File: config.mk
export PLATFORM = sky130hd
export DESIGN_NAME = clock_check_sequencer
export DESIGN_NICKNAME = d
export VERILOG_FILES = /design/src/rtl/clk_chk_pkg.sv /design/src/rtl/clk_chk_fail_track.sv /design/src/rtl/clock_check_sequencer.sv
export SDC_FILE = /design/constraint.sdc
export NUM_CORES = 1
export LEC_CHECK = 0
export ABC_AREA = 1
export CORE_MARGIN = 2
export CORE_UTILIZATION = 54
export CTS_CLUSTER_SIZE = 30
export DETAILED_ROUTE_END_ITERATION = 10
export PLACE_DENSITY = 0.94
export SLEW_MARGIN = 5
export SYNTH_ARGS = -nofsm -noshare
export SYNTH_HDL_FRONTEND = slang
export SYNTH_SLANG_ARGS = --single-unit
File: constraint.sdc
create_clock -name clk -period 5.15 [get_ports clk]
set_clock_uncertainty 0.15 [all_clocks]
set_input_delay 1.03 -clock clk [delete_from_list [all_inputs] [get_ports clk]]
set_output_delay 1.03 -clock clk [all_outputs]
set_load 0.005 [all_outputs]
File: src/rtl/clk_chk_pkg.sv
// Shared types and constants for the clock-check sequencer.
//   state_e     : sequencer FSM states
//   MIN_WINDOW  : shortest legal window for the default pulse/settle lengths
//   eff_window  : clamps a requested window length to a minimum
package clk_chk_pkg;

    typedef enum logic [2:0] {
        IDLE,
        PRIME,
        PULSE,
        SETTLE,
        WAIT
    } state_e;

    // Pulse (16) + settle (32) + 4 cycles of WAIT margin.
    localparam int unsigned MIN_WINDOW = 52;

    function automatic logic [31:0] eff_window(input logic [31:0] len,
                                               input logic [31:0] min_win);
        return (len < min_win) ? min_win : len;
    endfunction

endpackage

File: src/rtl/clk_chk_fail_track.sv
// Per-clock fail bookkeeping: sticky out-of-tolerance flag plus a
// saturating count of failing windows.
//   clk, rst_n : reference clock, async active-low reset
//   i_fail     : 1-cycle strobe, a captured result was out of tolerance
//   i_clr      : 1-cycle clear of flag and counter
//   o_sticky   : set by any fail until cleared
//   o_cnt      : failing-window count, stops at all-ones
module clk_chk_fail_track #(
    parameter int unsigned FAIL_CNT_W = 16
) (
    input  logic                  clk,
    input  logic                  rst_n,
    input  logic                  i_fail,
    input  logic                  i_clr,
    output logic                  o_sticky,
    output logic [FAIL_CNT_W-1:0] o_cnt
);

    logic                  sticky_q, sticky_d;
    logic [FAIL_CNT_W-1:0] cnt_q, cnt_d;

    always_comb begin
        sticky_d = sticky_q;
        cnt_d    = cnt_q;
        if (i_fail) begin
            // A fail in the same cycle as a clear wins: the clear empties the
            // counter and this fail is then its first entry.
            sticky_d = 1'b1;
            if (i_clr) begin
                cnt_d = FAIL_CNT_W'(1);
            end else if (!(&cnt_q)) begin
                cnt_d = cnt_q + FAIL_CNT_W'(1);
            end
        end else if (i_clr) begin
            sticky_d = 1'b0;
            cnt_d    = '0;
        end
    end

    always_ff @(posedge clk or negedge rst_n) begin
        if (!rst_n) begin
            sticky_q <= 1'b0;
            cnt_q    <= '0;
        end else begin
            sticky_q <= sticky_d;
            cnt_q    <= cnt_d;
        end
    end

    assign o_sticky = sticky_q;
    assign o_cnt    = cnt_q;

endmodule

File: src/rtl/clock_check_sequencer.sv
// Drives a bank of clock_checker instances from the reference clock domain:
// enables them, issues the periodic latch_count pulse, captures their results
// once settled, and keeps per-clock fail flags and counters.
//   clk, rst_n      : reference clock, async active-low reset
//   i_en            : run enable (rising edge starts a run)
//   i_window_len    : window period in clk cycles (clamped to a minimum)
//   i_clr_sticky    : per-clock clear of sticky flag and fail counter
//   o_chk_en        : checker enable
//   o_latch_count   : checker latch pulse
//   i_clk_in_tol    : per-clock tolerance flags from the checkers
//   i_last_count    : per-clock counts from the checkers
//   o_count         : counts captured in the last completed window
//   o_in_tol        : tolerance flags captured in the last completed window
//   o_valid         : results come from a full window since enable
//   o_update        : 1-cycle strobe when results and fail state update
//   o_sticky_fail   : per-clock sticky out-of-tolerance flags
//   o_fail_cnt      : per-clock saturating fail counters
module clock_check_sequencer
    import clk_chk_pkg::*;
#(
    parameter int unsigned NUM_CLK       = 4,
    parameter int unsigned PULSE_CYCLES  = 16,
    parameter int unsigned SETTLE_CYCLES = 32,
    parameter int unsigned FAIL_CNT_W    = 16
) (
    input  logic                          clk,
    input  logic                          rst_n,
    input  logic                          i_en,
    input  logic [31:0]                   i_window_len,
    input  logic [NUM_CLK-1:0]            i_clr_sticky,
    output logic                          o_chk_en,
    output logic                          o_latch_count,
    input  logic [NUM_CLK-1:0]            i_clk_in_tol,
    input  logic [NUM_CLK*32-1:0]         i_last_count,
    output logic [NUM_CLK*32-1:0]         o_count,
    output logic [NUM_CLK-1:0]            o_in_tol,
    output logic                          o_valid,
    output logic                          o_update,
    output logic [NUM_CLK-1:0]            o_sticky_fail,
    output logic [NUM_CLK*FAIL_CNT_W-1:0] o_fail_cnt
);

    localparam logic [31:0] MIN_WIN    = 32'(PULSE_CYCLES + SETTLE_CYCLES + 4);
    localparam logic [31:0] PULSE_LAST = 32'(PULSE_CYCLES - 1);
    localparam logic [31:0] CAPTURE_AT = 32'(PULSE_CYCLES + SETTLE_CYCLES - 1);

    state_e                state_q, state_d;
    logic [31:0]           wcnt_q, wcnt_d;
    logic [31:0]           win_q, win_d;
    logic                  en_q, en_d;
    logic                  armed_q, armed_d;
    logic                  valid_q, valid_d;
    logic                  update_q, update_d;
    logic [NUM_CLK*32-1:0] count_q, count_d;
    logic [NUM_CLK-1:0]    in_tol_q, in_tol_d;
    logic [NUM_CLK-1:0]    fail_evt;
    logic [31:0]           win_next;
    logic                  wrap;

    always_comb begin
        state_d  = state_q;
        wcnt_d   = wcnt_q;
        win_d    = win_q;
        en_d     = i_en;
        armed_d  = armed_q;
        valid_d  = valid_q;
        update_d = 1'b0;
        count_d  = count_q;
        in_tol_d = in_tol_q;
        fail_evt = '0;
        win_next = eff_window(i_window_len, MIN_WIN);
        wrap     = (wcnt_q == win_q - 32'd1);

        if (!i_en) begin
            state_d = IDLE;
            wcnt_d  = '0;
            armed_d = 1'b0;
            valid_d = 1'b0;
        end else if (state_q == IDLE) begin
            // Start only on a rising edge; en_q comes out of reset high so a
            // level held through reset does not launch a run.
            if (!en_q) begin
                state_d = PRIME;
                wcnt_d  = '0;
                win_d   = win_next;
            end
        end else begin
            // Window length is only resampled at the wrap, so mid-window
            // changes land at the next window boundary.
            if (wrap) begin
                wcnt_d = '0;
                win_d  = win_next;
            end else begin
                wcnt_d = wcnt_q + 32'd1;
            end

            case (state_q)
                PRIME, WAIT: begin
                    if (wrap) state_d = PULSE;
                end
                PULSE: begin
                    if (wcnt_q == PULSE_LAST) state_d = SETTLE;
                end
                SETTLE: begin
                    if (wcnt_q == CAPTURE_AT) begin
                        state_d = WAIT;
                        // The first capture is the checker's partial PRIME
                        // count: it only arms the result path.
                        if (armed_q) begin
                            update_d = 1'b1;
                            valid_d  = 1'b1;
                            count_d  = i_last_count;
                            in_tol_d = i_clk_in_tol;
                            fail_evt = ~i_clk_in_tol;
                        end else begin
                            armed_d = 1'b1;
                        end
                    end
                end
                default: ;
            endcase
        end
    end

    always_ff @(posedge clk or negedge rst_n) begin
        if (!rst_n) begin
            state_q  <= IDLE;
            wcnt_q   <= '0;
            win_q    <= '0;
            en_q     <= 1'b1;
            armed_q  <= 1'b0;
            valid_q  <= 1'b0;
            update_q <= 1'b0;
            count_q  <= '0;
            in_tol_q <= '0;
        end else begin
            state_q  <= state_d;
            wcnt_q   <= wcnt_d;
            win_q    <= win_d;
            en_q     <= en_d;
            armed_q  <= armed_d;
            valid_q  <= valid_d;
            update_q <= update_d;
            count_q  <= count_d;
            in_tol_q <= in_tol_d;
        end
    end

    for (genvar k = 0; k < NUM_CLK; k++) begin : g_fail
        clk_chk_fail_track #(
            .FAIL_CNT_W(FAIL_CNT_W)
        ) u_track (
            .clk      (clk),
            .rst_n    (rst_n),
            .i_fail   (fail_evt[k]),
            .i_clr    (i_clr_sticky[k]),
            .o_sticky (o_sticky_fail[k]),
            .o_cnt    (o_fail_cnt[k*FAIL_CNT_W +: FAIL_CNT_W])
        );
    end

    assign o_chk_en      = (state_q != IDLE);
    assign o_latch_count = (state_q == PULSE);
    assign o_count       = count_q;
    assign o_in_tol      = in_tol_q;
    assign o_valid       = valid_q;
    assign o_update      = update_q;

endmodule

-- After elaboration in Yosys (flattened, before gate mapping)
Cells that the tools add are included.
- bitwise operators: 2
- $add $sub $neg: 6
- muxes and demuxes: 58
- reductions and logical operators: 21
- magnitude comparators: 1
- eq/ne operators: 21
- operators by type and width (operator ; count):
    16-bit 2-to-1 mux ; 16
    32-bit 2-to-1 mux ; 8
    16-bit by 1-bit adder with 16-bit output (second input constant) ; 4
    16-bit AND reduction ; 4
    32-bit by 1-bit adder with 32-bit output (second input constant) ; 1
    32-bit equality test ; 1
    32-bit by 4-bit equality test with 1-bit output (second input constant) ; 1
    32-bit by 6-bit equality test with 1-bit output (second input constant) ; 1
    32-bit by 6-bit < comparator with 1-bit output (second input constant) ; 1
    32-bit by 1-bit subtractor with 32-bit output (second input constant) ; 1
    1-bit 2-to-1 mux ; 22
    4-bit 2-to-1 mux ; 5
    3-bit 2-to-1 mux ; 6
    2-bit != test (second input constant) ; 6
    5-bit AND reduction ; 2
    2-bit nonzero test ; 5
    3-bit case mux with 3 select lines ; 1
    4-bit != test (second input constant) ; 2
    2-bit AND reduction ; 4
    3-bit by 2-bit equality test with 1-bit output (second input constant) ; 2
    2-bit by 1-bit != test with 1-bit output (second input constant) ; 3
    3-bit AND reduction ; 2
    5-bit by 1-bit != test with 1-bit output (second input constant) ; 1
    4-bit by 2-bit != test with 1-bit output (second input constant) ; 1
    other kinds (9) ; 9
- flip-flop bits (word level): 271
- input port bits: 171

-- Depth between registers and ports, before layout
Gate-level depths: netlist (run 1).
- depth after elaboration: 8
- mapped depth: 17
- mapped depth without buffers: 17

-- Hierarchy
Synthesis (run 1) repeated with hierarchy kept, for this count alone.
- cells, all modules: 2095
- area total of the unflattened synthesis: 15379.8 µm²
- by module, submodules not included (module ; cells an instance ; area each (µm²) ; times used):
    clock_check_sequencer ; 1439 ; 10655.2 ; 1
    clk_chk_fail_track ; 164 ; 1181.1 ; 4

-- Least setup slack after synthesis (run 1)
No wires, ideal clock.
- path kind: input -> register
- start: in i_en
- end: reg count_q[0], in the netlist o_count[0]
- cell stages on the path: 10
- arrival: 2.422 ns
- path slack: 2.461 ns
- data required time: 4.884 ns
- cells stage by stage: clkbuf_1 > inv_1 > nor2_1 > inv_1 > nor2_1 > nand3_1 > clkbuf_1 > buf_2 > nand2_1 > nand2_1
- longest elaborated chain between the ends: 1
- RTL lines (element ; RTL line ; text):
    start, declared ; clock_check_sequencer.sv:28 ; input logic i_en,
    5-bit AND reduction (no line) ; -- ;
    end signal, assigned ; clock_check_sequencer.sv:144 ; count_q <= count_d;
    end, declared ; clock_check_sequencer.sv:54 ; logic [NUM_CLK*32-1:0] count_q, count_d;
Every way passes these cells.
A chain may end at the register's enable or synchronous reset.

-- Worst setup path after layout (run 1)
- start: reg wcnt_q[27]
- end: reg count_q[23], in the netlist o_count[23]
- longest elaborated chain between the ends: 2
- RTL lines (element ; RTL line ; text):
    start, declared ; clock_check_sequencer.sv:48 ; logic [31:0] wcnt_q, wcnt_d;
    start signal, assigned ; clock_check_sequencer.sv:138 ; wcnt_q <= wcnt_d;
    32-bit by 6-bit equality test with 1-bit output ; clock_check_sequencer.sv:105 ; if (wcnt_q == CAPTURE_AT) begin
    5-bit AND reduction (no line) ; -- ;
Every way passes these cells.

==> results.json, run 1 <==
{
  "cp_data_required_time_ns": 5.48,
  "final_util_pct": 72.76,
  "cts_max_level": 1,
  "rsz0062_at_grt": "no",
  "post_drt_wl_per_cell_um": 17.02,
  "gr-usage-all-layers_pct": 31.53,
  "synth_area_per_cell_sq_um": 7.433,
  "netlist-cell-type-count": 42,
  "numCtsBuffers": 30,
  "crit_path_max_incr_delay_ns": 0.83,
  "rows": 60,
  "dp.cells": 2616,
  "cts_root_buf": "clkbuf_16",
  "crit_path_frequent_cell": "nand2_1",
  "gr-total-overflow": 0,
  "cts_sinks": 271,
  "first_iter_violations": 1405,
  "drc": 0,
  "max_freq_mhz": 260.2,
  "hold_ws_ns": 0.3280,
  "crit_path_max_fanout": 68,
  "areaGrowthSynthToFinish_pct": 33.48,
  "grt_pass1_vias": 14190,
  "synth_top_cell_by_area": "dfrtp_1",
  "grt_pass1_wl_mm": 72.17,
  "firstDrtPassIters": 6,
  "fin_crit_ns": 3.844,
  "n_antenna_cell": 0,
  "power_density_nw_per_um2": 303.2,
  "wirelength_mm": 45.47,
  "post_cts_buffers": 0,
  "cts.repair.resized": 0,
  "hpwl_mm": 33.17,
  "crit_slowest_cell": "nor4_1",
  "synthCells": 1960,
  "critPathKind": "flop to flop",
  "cap_viol_max_count": 0,
  "async_flop_share_pct": 100.0,
  "placed_area_sq_um": 18460,
  "layout.nets": 2484,
  "relSlewSlack_pct": 16.04,
  "fp.dieW_um": 168.2,
  "antenna_found_initial": 3,
  "globalplace.congestion": 0.9611,
  "core_sq_um": 26730,
  "peakVddDrop_mv": 0.2308,
  "synth_seq_area_share_pct": 46.56,
  "drive_gt1_share_pct": 4.506,
  "grt_max_degree": 133,
  "postLayoutCellArea_sq_um": 19440,
  "synthTopCellsByArea": "dfrtp_1 (46%), nand2_1 (20%), nand3_1 (4.8%), inv_1 (4.0%), nor2_1 (3.8%)",
  "cts_buffer_depth": 3,
  "finalSetupViolCount": 0,
  "vias": 14660,
  "crit_chain": "nor4_2, nand2_1, nor4_1, nand3_4, inv_4, buf_12, nand2_1, nand2_1",
  "cts_tree": "built",
  "worstMarginPinSlew_ns": 1.256,
  "synth_area_sq_um": 14570,
  "min_period_over_period_pct": 74.63,
  "die_y_um": 168.2,
  "setup-tns-final_ns": 0,
  "ctsHoldBuffers": 0,
  "fp.dieArea_sq_um": 28310,
  "ys_warn_count": 0,
  "hold_violations": 0,
  "status": "complete, no violations",
  "worstSkewPairLatency_ns": 0.56,
  "syn-num-nets": 2137,
  "synth_top_area_share_pct": 46.38,
  "synthFlopType": "dfrtp_1",
  "start_util_pct": 54.51,
  "final_cell_count_no_fill": 2671,
  "fillers": 1904,
  "worst_setup_path_end_kind": "flop",
  "port-buffer-count": 374,
  "synth_edf_count": 0,
  "hold_path_class": "flop to flop",
  "viasPerCell": 5.489,
  "synth-seq-cells": 271,
  "io_pins": 375,
  "maxSlewViolCount": 0,
  "ant_nets": 0,
  "startpoint_type": "flop",
  "clkTransAtPathRegs_ns": 0.06,
  "arrival_ns": 4.18,
  "power_leakage_nw": 9.220
}
power breakdown:
part           switching, mW  internal [mW]  leakage (nW)
Combinational          0.764          0.514          5.01
Sequential             0.204           2.27          3.73
Clock                  0.880           1.26         0.480
Total                   1.85           4.05          9.22
critical path, delay by kind of cell, from the launching register on:
| kind | cells | cell delay, ns |
|---|---|---|
| and+or+nand+nor | 6 | 2.05 |
| buffers and inverters | 2 | 0.98 |
| DFF | 1 | 0.50 |
metal layers:
metal | global-route usage [%] | vias up | wire [um]
li1 | - | 6936 | -
met1 | 36.93 | 6918 | 16920
met2 | 53.39 | 632 | 21720
met3 | 7.217 | 172 | 3562
met4 | 18.22 | 2 | 3252
met5 | 0 | - | 13
stage by stage:
step	total power [mW]	setup WS, ns
global route	6.192	1.065
floorplan	3.338	2.461
finish	5.896	1.306
CTS	5.906	1.332
global placement	3.711	1.165
detailed placement	3.769	0.9193
Yosys cell counts, types with 2 or more instances:
library cell and count:
a21oi_1 6, a31o_2 2, buf_2 26, buf_4 19, buf_6 3, clkbuf_1 20
dfrtp_1 270, ha_1 6, inv_1 155, inv_2 5, nand2_1 795, nand2_2 4
nand2_4 2, nand2b_1 2, nand3_1 139, nand3_2 2, nand3b_1 12, nand4_1 46
nor2_1 147, nor2_2 5, nor2_4 6, nor3_1 40, nor4_1 27, o21ai_0 62
o21ai_1 16, o21bai_1 6, o22ai_1 24, or2_0 9, or2_2 17, xnor2_1 20
xor2_1 56
flip-flops by register name (all words and copies together) (netlist names), 3 cells and up:
signal	cells
state_q	3
g_fail.u_track.o_sticky	4
win_q	32
g_fail.u_track.o_cnt	64
o_count	128
o_in_tol	4
wcnt_q	32
area by class of cell:
cell class,instances,area [sq um],share of cell area [%]
Multi-Input combinational cell,1461,6815,35.05
Sequential cell,271,6783,34.88
Timing Repair Buffer,383,3829,19.69
Clock buffer,48,919.6,4.729
Inverter,160,603.1,3.101
Tap cell,341,426.7,2.194
Clock inverter,7,68.82,0.3539
worst paths after layout:
path / start / to / slack (ns) / depth (start not counted)
max reg2reg: wcnt_q[27] / o_count[23] / 1.31 / 8
min in group asynchronous: rst_n / o_count[120] / 0.47 / 1
max in group asynchronous: rst_n / g_fail[3].u_track.o_cnt[4] / 3.35 / 2
min: o_count[56] / o_count[56] / 0.33 / 2
min reg2reg: o_count[56] / o_count[56] / 0.33 / 2
max: wcnt_q[27] / o_count[23] / 1.31 / 8
placed cells by master, fill, tap and decap left out, types with 2 or more instances in the layout:
| master | Yosys | routed |
|---|---|---|
| nand2_1 | 795 | 795 |
| clkdlybuf4s50_1 | 0 | 373 |
| dfrtp_1 | 270 | 270 |
| inv_1 | 155 | 155 |
| nor2_1 | 147 | 147 |
| nand3_1 | 139 | 138 |
| o21ai_0 | 62 | 62 |
| xor2_1 | 56 | 56 |
| nand4_1 | 46 | 46 |
| nor3_1 | 40 | 40 |
| clkbuf_16 | 0 | 31 |
| nor4_1 | 27 | 27 |
| o22ai_1 | 24 | 24 |
| xnor2_1 | 20 | 20 |
| or2_2 | 17 | 17 |
| o21ai_1 | 16 | 16 |
| nand3b_1 | 12 | 12 |
| or2_0 | 9 | 9 |
| clkbuf_1 | 20 | 9 |
| clkbuf_8 | 0 | 8 |
| buf_4 | 19 | 8 |
| nor2_4 | 6 | 6 |
| o21bai_1 | 6 | 6 |
| a21oi_1 | 6 | 6 |
| ha_1 | 6 | 6 |
| nor2_2 | 5 | 5 |
| inv_2 | 5 | 4 |
| nand2_2 | 4 | 4 |
| clkinv_2 | 0 | 3 |
| nand3_2 | 2 | 2 |
| nand2_4 | 2 | 2 |
| nand2b_1 | 2 | 2 |
| a31o_2 | 2 | 2 |
| clkinvlp_4 | 0 | 2 |
cell families (layout without fill, tap and decap cells):
| logic type | count (synthesis) | count (layout) | share of synthesized area, % |
|---|---|---|---|
| simple gates | 1258 | 1258 | 36.99 |
| xor+xnor | 76 | 76 | 4.569 |
| fa+ha+maj | 6 | 6 | 0.5153 |
| compound gates | 120 | 120 | 4.552 |
| mux | 1 | 1 | 0.06871 |
| buf+inv | 228 | 598 | 6.742 |
| flops | 271 | 271 | 46.56 |
Note: power is estimated with default switching activity, not from simulation.
==> inputs of run 2 (changes only) <==
Settings changed: CORE_UTILIZATION 54 to 50, PLACE_DENSITY 0.94 to 0.89.
Clock period 5.15 ns to 3.95 ns, I/O delays scaled along.
==> run 2 against run 1 <==
Net effect: combinational power rose by 30%; via count fell by 2.0%; critical path type unchanged; power rose by 34%; highest routed layer is now met4; largest cell class unchanged; critical endpoint is now win_q[26].
==> results.json, run 2 (synthesized netlist as in run 1, its figures left out) <==
{
  "postLayoutCellArea_sq_um": 19660,
  "n_antenna_cell": 0,
  "port-buffer-count": 374,
  "viasPerCell": 5.278,
  "startpoint_type": "flop",
  "cts_root_buf": "clkbuf_16",
  "relSlewSlack_pct": 25.51,
  "fin_crit_ns": 3.371,
  "worst_setup_path_end_kind": "flop",
  "layout.nets": 2490,
  "numCtsBuffers": 31,
  "reg2reg_from": "win_q[0]",
  "drive_gt1_share_pct": 5.092,
  "crit_buf_inv": 1,
  "min_period_over_period_pct": 85.34,
  "ctsHoldBuffers": 0,
  "crit_slowest_cell": "nand2_4",
  "antenna_found_initial": 0,
  "status": "complete, no violations",
  "crit_path_frequent_cell": "nand2_1",
  "max_freq_mhz": 296.7,
  "clkTransAtPathRegs_ns": 0.06,
  "worstSkewPairLatency_ns": 0.57,
  "crit_path_max_incr_delay_ns": 0.45,
  "firstDrtPassIters": 5,
  "gr-usage-all-layers_pct": 29.01,
  "areaGrowthSynthToFinish_pct": 34.94,
  "r2r-end": "win_q[26]",
  "hpwl_mm": 33.05,
  "arrival_ns": 3.71,
  "fp.dieArea_sq_um": 30520,
  "die_y_um": 174.7,
  "cp_data_required_time_ns": 4.29,
  "critPathKind": "flop to flop",
  "crit_chain": "inv_1, ha_1, nand2_1, nor2_2, nand2_2, nor2_1, nand2_1, a21oi_1, nand2_1, nor2_4, nand4_4, nand2_4, nand2_1, nand2_1",
  "grt_pass1_wl_mm": 71.97,
  "drc": 0,
  "cap_viol_max_count": 0,
  "rsz0062_at_grt": "no",
  "reg2regPathDepth": 14,
  "globalplace.congestion": 0.9397,
  "first_iter_violations": 1117,
  "path_delay_family": "simple AND/OR/NAND/NOR gates",
  "hold_path_class": "input port to asynchronous set/reset pin",
  "r2r_slack_ns": 0.58,
  "cts_sinks": 271,
  "cts_tree": "built",
  "fillers": 2259,
  "rows": 62,
  "maxSlewViolCount": 0,
  "power_density_nw_per_um2": 402.9,
  "start_util_pct": 50.75,
  "cts.repair.resized": 0,
  "core_sq_um": 28700,
  "final_common_cell": "nand2_1",
  "setup-tns-final_ns": 0,
  "largest_register_ffs": 128,
  "finalSetupViolCount": 0,
  "grt_max_degree": 112,
  "peakVddDrop_mv": 0.3478,
  "power_leakage_nw": 9.305,
  "final_cell_mix": "nand2_1 (795), clkdlybuf4s50_1 (373), dfrtp_1 (270)",
  "hold_violations": 0,
  "final_util_pct": 68.49,
  "ant_nets": 0,
  "cts_max_level": 1,
  "gr-total-overflow": 0,
  "wirelength_mm": 44.92,
  "vias": 14360,
  "grt_pass1_vias": 13890,
  "io_pins": 375,
  "post_drt_wl_per_cell_um": 16.51,
  "placed_area_sq_um": 18570,
  "cts_buffer_depth": 3,
  "crit_path_max_fanout": 33,
  "fp.dieW_um": 174.7,
  "post_cts_buffers": 0,
  "worstMarginPinSlew_ns": 1.117
}
run 2: final cells by class:
type                    instances  area (sq um)  share of cell area [%]
clock buffers                  43         920.9                   4.685
clock inverters                14         163.9                  0.8338
inverters                     160         603.1                   3.068
multi-input cells            1461          6815                   34.67
flip-flops and latches        271          6783                   34.50
well taps                     384         480.5                   2.444
repair buffers                388          3891                   19.80
run 2: worst max path at each step:
stage	from	endpoint	slack, ns	cells after the start
floorplan	i_en	o_count[0]	1.50	10
global placement	i_en	o_count[25]	0.72	10
detailed placement	i_en	o_count[45]	0.58	10
CTS	win_q[0]	win_q[26]	0.59	14
global route	win_q[0]	win_q[26]	0.25	14
finish	win_q[0]	win_q[26]	0.58	14
run 2: through the flow:
stage	std cells	hold WS (ns)	worst slack (ns)	power [mW]
after floorplan	1960	0.3003	1.501	4.352
after global placement	2664	0.3124	0.7187	4.855
after detailed placement	2664	0.3143	0.5773	4.915
after CTS	2721	0.09003	0.5880	7.948
after global routing	2721	0.1081	0.2493	8.316
final	2721	0.05922	0.5791	7.920
run 2: power by group:
| group | leakage [nW] | total (mW) | switching (mW) | internal (mW) |
|---|---|---|---|---|
| Sequential | 3.73 | 3.23 | 0.271 | 2.96 |
| Combinational | 5.04 | 1.67 | 0.993 | 0.675 |
| Clock | 0.532 | 3.02 | 1.20 | 1.82 |
run 2: layer usage:
layer  wire (um)  part of all wire [%]  GRT usage (%)  vias up
met5           0                     0              0        -
met4        2229                   5.0          13.06        0
met3        3503                   7.8          6.854      112
met2       22120                    49          50.12      555
met1       17060                    38          34.40     6745
li1            -                     -              -     6950
==> inputs of run 3 (changes only) <==
Settings changed: CTS_BUF_LIST from default to sky130_fd_sc_hd__clkbuf_8 sky130_fd_sc_hd__clkbuf_16.
==> run 3 against run 2 <==
Net effect: clock power hardly changed; largest cell class unchanged; largest power group unchanged; sequential cell count unchanged; cell count unchanged; highest routed layer unchanged.
==> results.json, run 3 (synthesized netlist as in run 1, its figures left out) <==
{
  "worst_setup_path_end_kind": "flop",
  "fp.dieArea_sq_um": 30520,
  "antenna_found_initial": 0,
  "largest_register_ffs": 128,
  "power_leakage_nw": 9.313,
  "clkTransAtPathRegs_ns": 0.06,
  "gr-total-overflow": 0,
  "dp.cells": 2664,
  "hold_path_class": "input port to asynchronous set/reset pin",
  "hold_ws_ns": 0.05817,
  "port-buffer-count": 374,
  "peakVddDrop_mv": 0.3491,
  "dpl_worst_slack_ns": 0.5773,
  "p_sw_share_pct": 31.19,
  "critPathKind": "flop to flop",
  "n_antenna_cell": 0,
  "arrival_ns": 3.71,
  "vias": 14380,
  "worstSkewPairLatency_ns": 0.57,
  "maxSlewViolCount": 0,
  "startpoint_type": "flop",
  "grt_pass1_wl_mm": 71.97,
  "worstMarginPinSlew_ns": 1.116,
  "numCtsBuffers": 31,
  "status": "complete, no violations",
  "rsz0062_at_grt": "no",
  "core_sq_um": 28700,
  "clkPwrFrac_pct": 38.1,
  "crit_path_max_fanout": 33,
  "cts_sinks": 271,
  "fp.dieW_um": 174.7,
  "setup-tns-final_ns": 0,
  "io_pins": 375,
  "power.share.sequential_pct": 40.8,
  "finalSetupViolCount": 0,
  "drc": 0,
  "ant_nets": 0,
  "post_cts_buffers": 0,
  "final_cell_mix": "nand2_1 (795), clkdlybuf4s50_1 (373), dfrtp_1 (270)",
  "hpwl_mm": 33.05,
  "relSlewSlack_pct": 25.60,
  "cp_data_required_time_ns": 4.29,
  "postLayoutCellArea_sq_um": 19660,
  "gr-usage-all-layers_pct": 29.01,
  "cts_root_buf": "clkbuf_16",
  "max_freq_mhz": 296.7,
  "fin_crit_ns": 3.371,
  "setup_slack_ns": 0.5792,
  "start_util_pct": 50.75,
  "switchingPower_mw": 2.469,
  "layout.nets": 2490,
  "final_cell_count_no_fill": 2721,
  "wirelength_mm": 44.93,
  "drive_gt1_share_pct": 5.092,
  "cts_max_level": 1,
  "grt_max_degree": 112,
  "rows": 62,
  "combPwrFrac_pct": 21.1,
  "areaGrowthSynthToFinish_pct": 34.94,
  "first_iter_violations": 1123,
  "min_period_over_period_pct": 85.34,
  "cap_viol_max_count": 0,
  "crit_path_frequent_cell": "nand2_1",
  "cts.repair.resized": 0,
  "crit_path_max_incr_delay_ns": 0.45,
  "internal-power_mw": 5.448,
  "hold_violations": 0,
  "viasPerCell": 5.285,
  "grt_pass1_vias": 13890,
  "finalPower_mw": 7.917,
  "final_util_pct": 68.49,
  "crit_chain": "inv_1, ha_1, nand2_1, nor2_2, nand2_2, nor2_1, nand2_1, a21oi_1, nand2_1, nor2_4, nand4_4, nand2_4, nand2_1, nand2_1",
  "cts_tree": "built",
  "placed_area_sq_um": 18570,
  "crit_slowest_cell": "nand2_4",
  "final_common_cell": "nand2_1",
  "ctsHoldBuffers": 0,
  "globalplace.congestion": 0.9397,
  "die_y_um": 174.7,
  "post_drt_wl_per_cell_um": 16.51,
  "firstDrtPassIters": 7,
  "cts_buffer_depth": 3,
  "power_density_nw_per_um2": 402.8
}
[run 3: cell count changes in the layout (fill, tap and decap cells not counted), sizes merged]
cell / previous run / this run
clkbuf: 43 / 41
inv: 163 / 165
[run 3: worst paths after layout]
check / start / cells after the start / endpoint / slack, ns
worst max-delay path: win_q[0] / 14 / win_q[26] / 0.58
worst min-delay path: rst_n / 1 / o_count[41] / 0.06
worst max register to register: win_q[0] / 14 / win_q[26] / 0.58
worst min register to register: o_count[58] / 2 / o_count[58] / 0.33
max in group asynchronous: rst_n / 2 / o_count[3] / 2.67
min in group clk: o_count[58] / 2 / o_count[58] / 0.33
[run 3: power groups by stage]
stage                     registers [mW]  logic, mW  clock network [mW]
final                               3.23       1.67                3.02
after global routing                3.25       1.89                3.17
after CTS                           3.22       1.66                3.06
after detailed placement            3.27       1.64                   0
after global placement              3.26       1.59                   0
after floorplan                     3.19       1.17                   0
[run 3: layer usage]
metal  share of wire, %  vias to the layer above  wire length, um  GRT usage, %
li1                   -                     6948                -             -
met1                 38                     6753            17040         34.40
met2                 49                      562            22140         50.12
met3                7.8                      117             3504         6.854
met4                5.0                        0             2236         13.06
met5                  0                        -                0             0
[run 3: critical path: cells and delay by family, from the launching register on]
kind	cells	cell delay, ns
AO/OA/AOI/OAI	1	0.17
adder cells (fa/ha/maj)	1	0.19
buffers and inverters	1	0.11
flip-flops	1	0.42
AND/OR/NAND/NOR	11	2.27
[run 3: area by class of cell]
cell class                 instances  area [sq um]
fill                            2259          9045
multi-input combinational       1461          6815
sequential                       271          6783
timing repair buffer             388          3891
clock buffer                      41         913.4
inverter                         160         603.1
tap                              384         480.5
clock inverter                    16         171.4
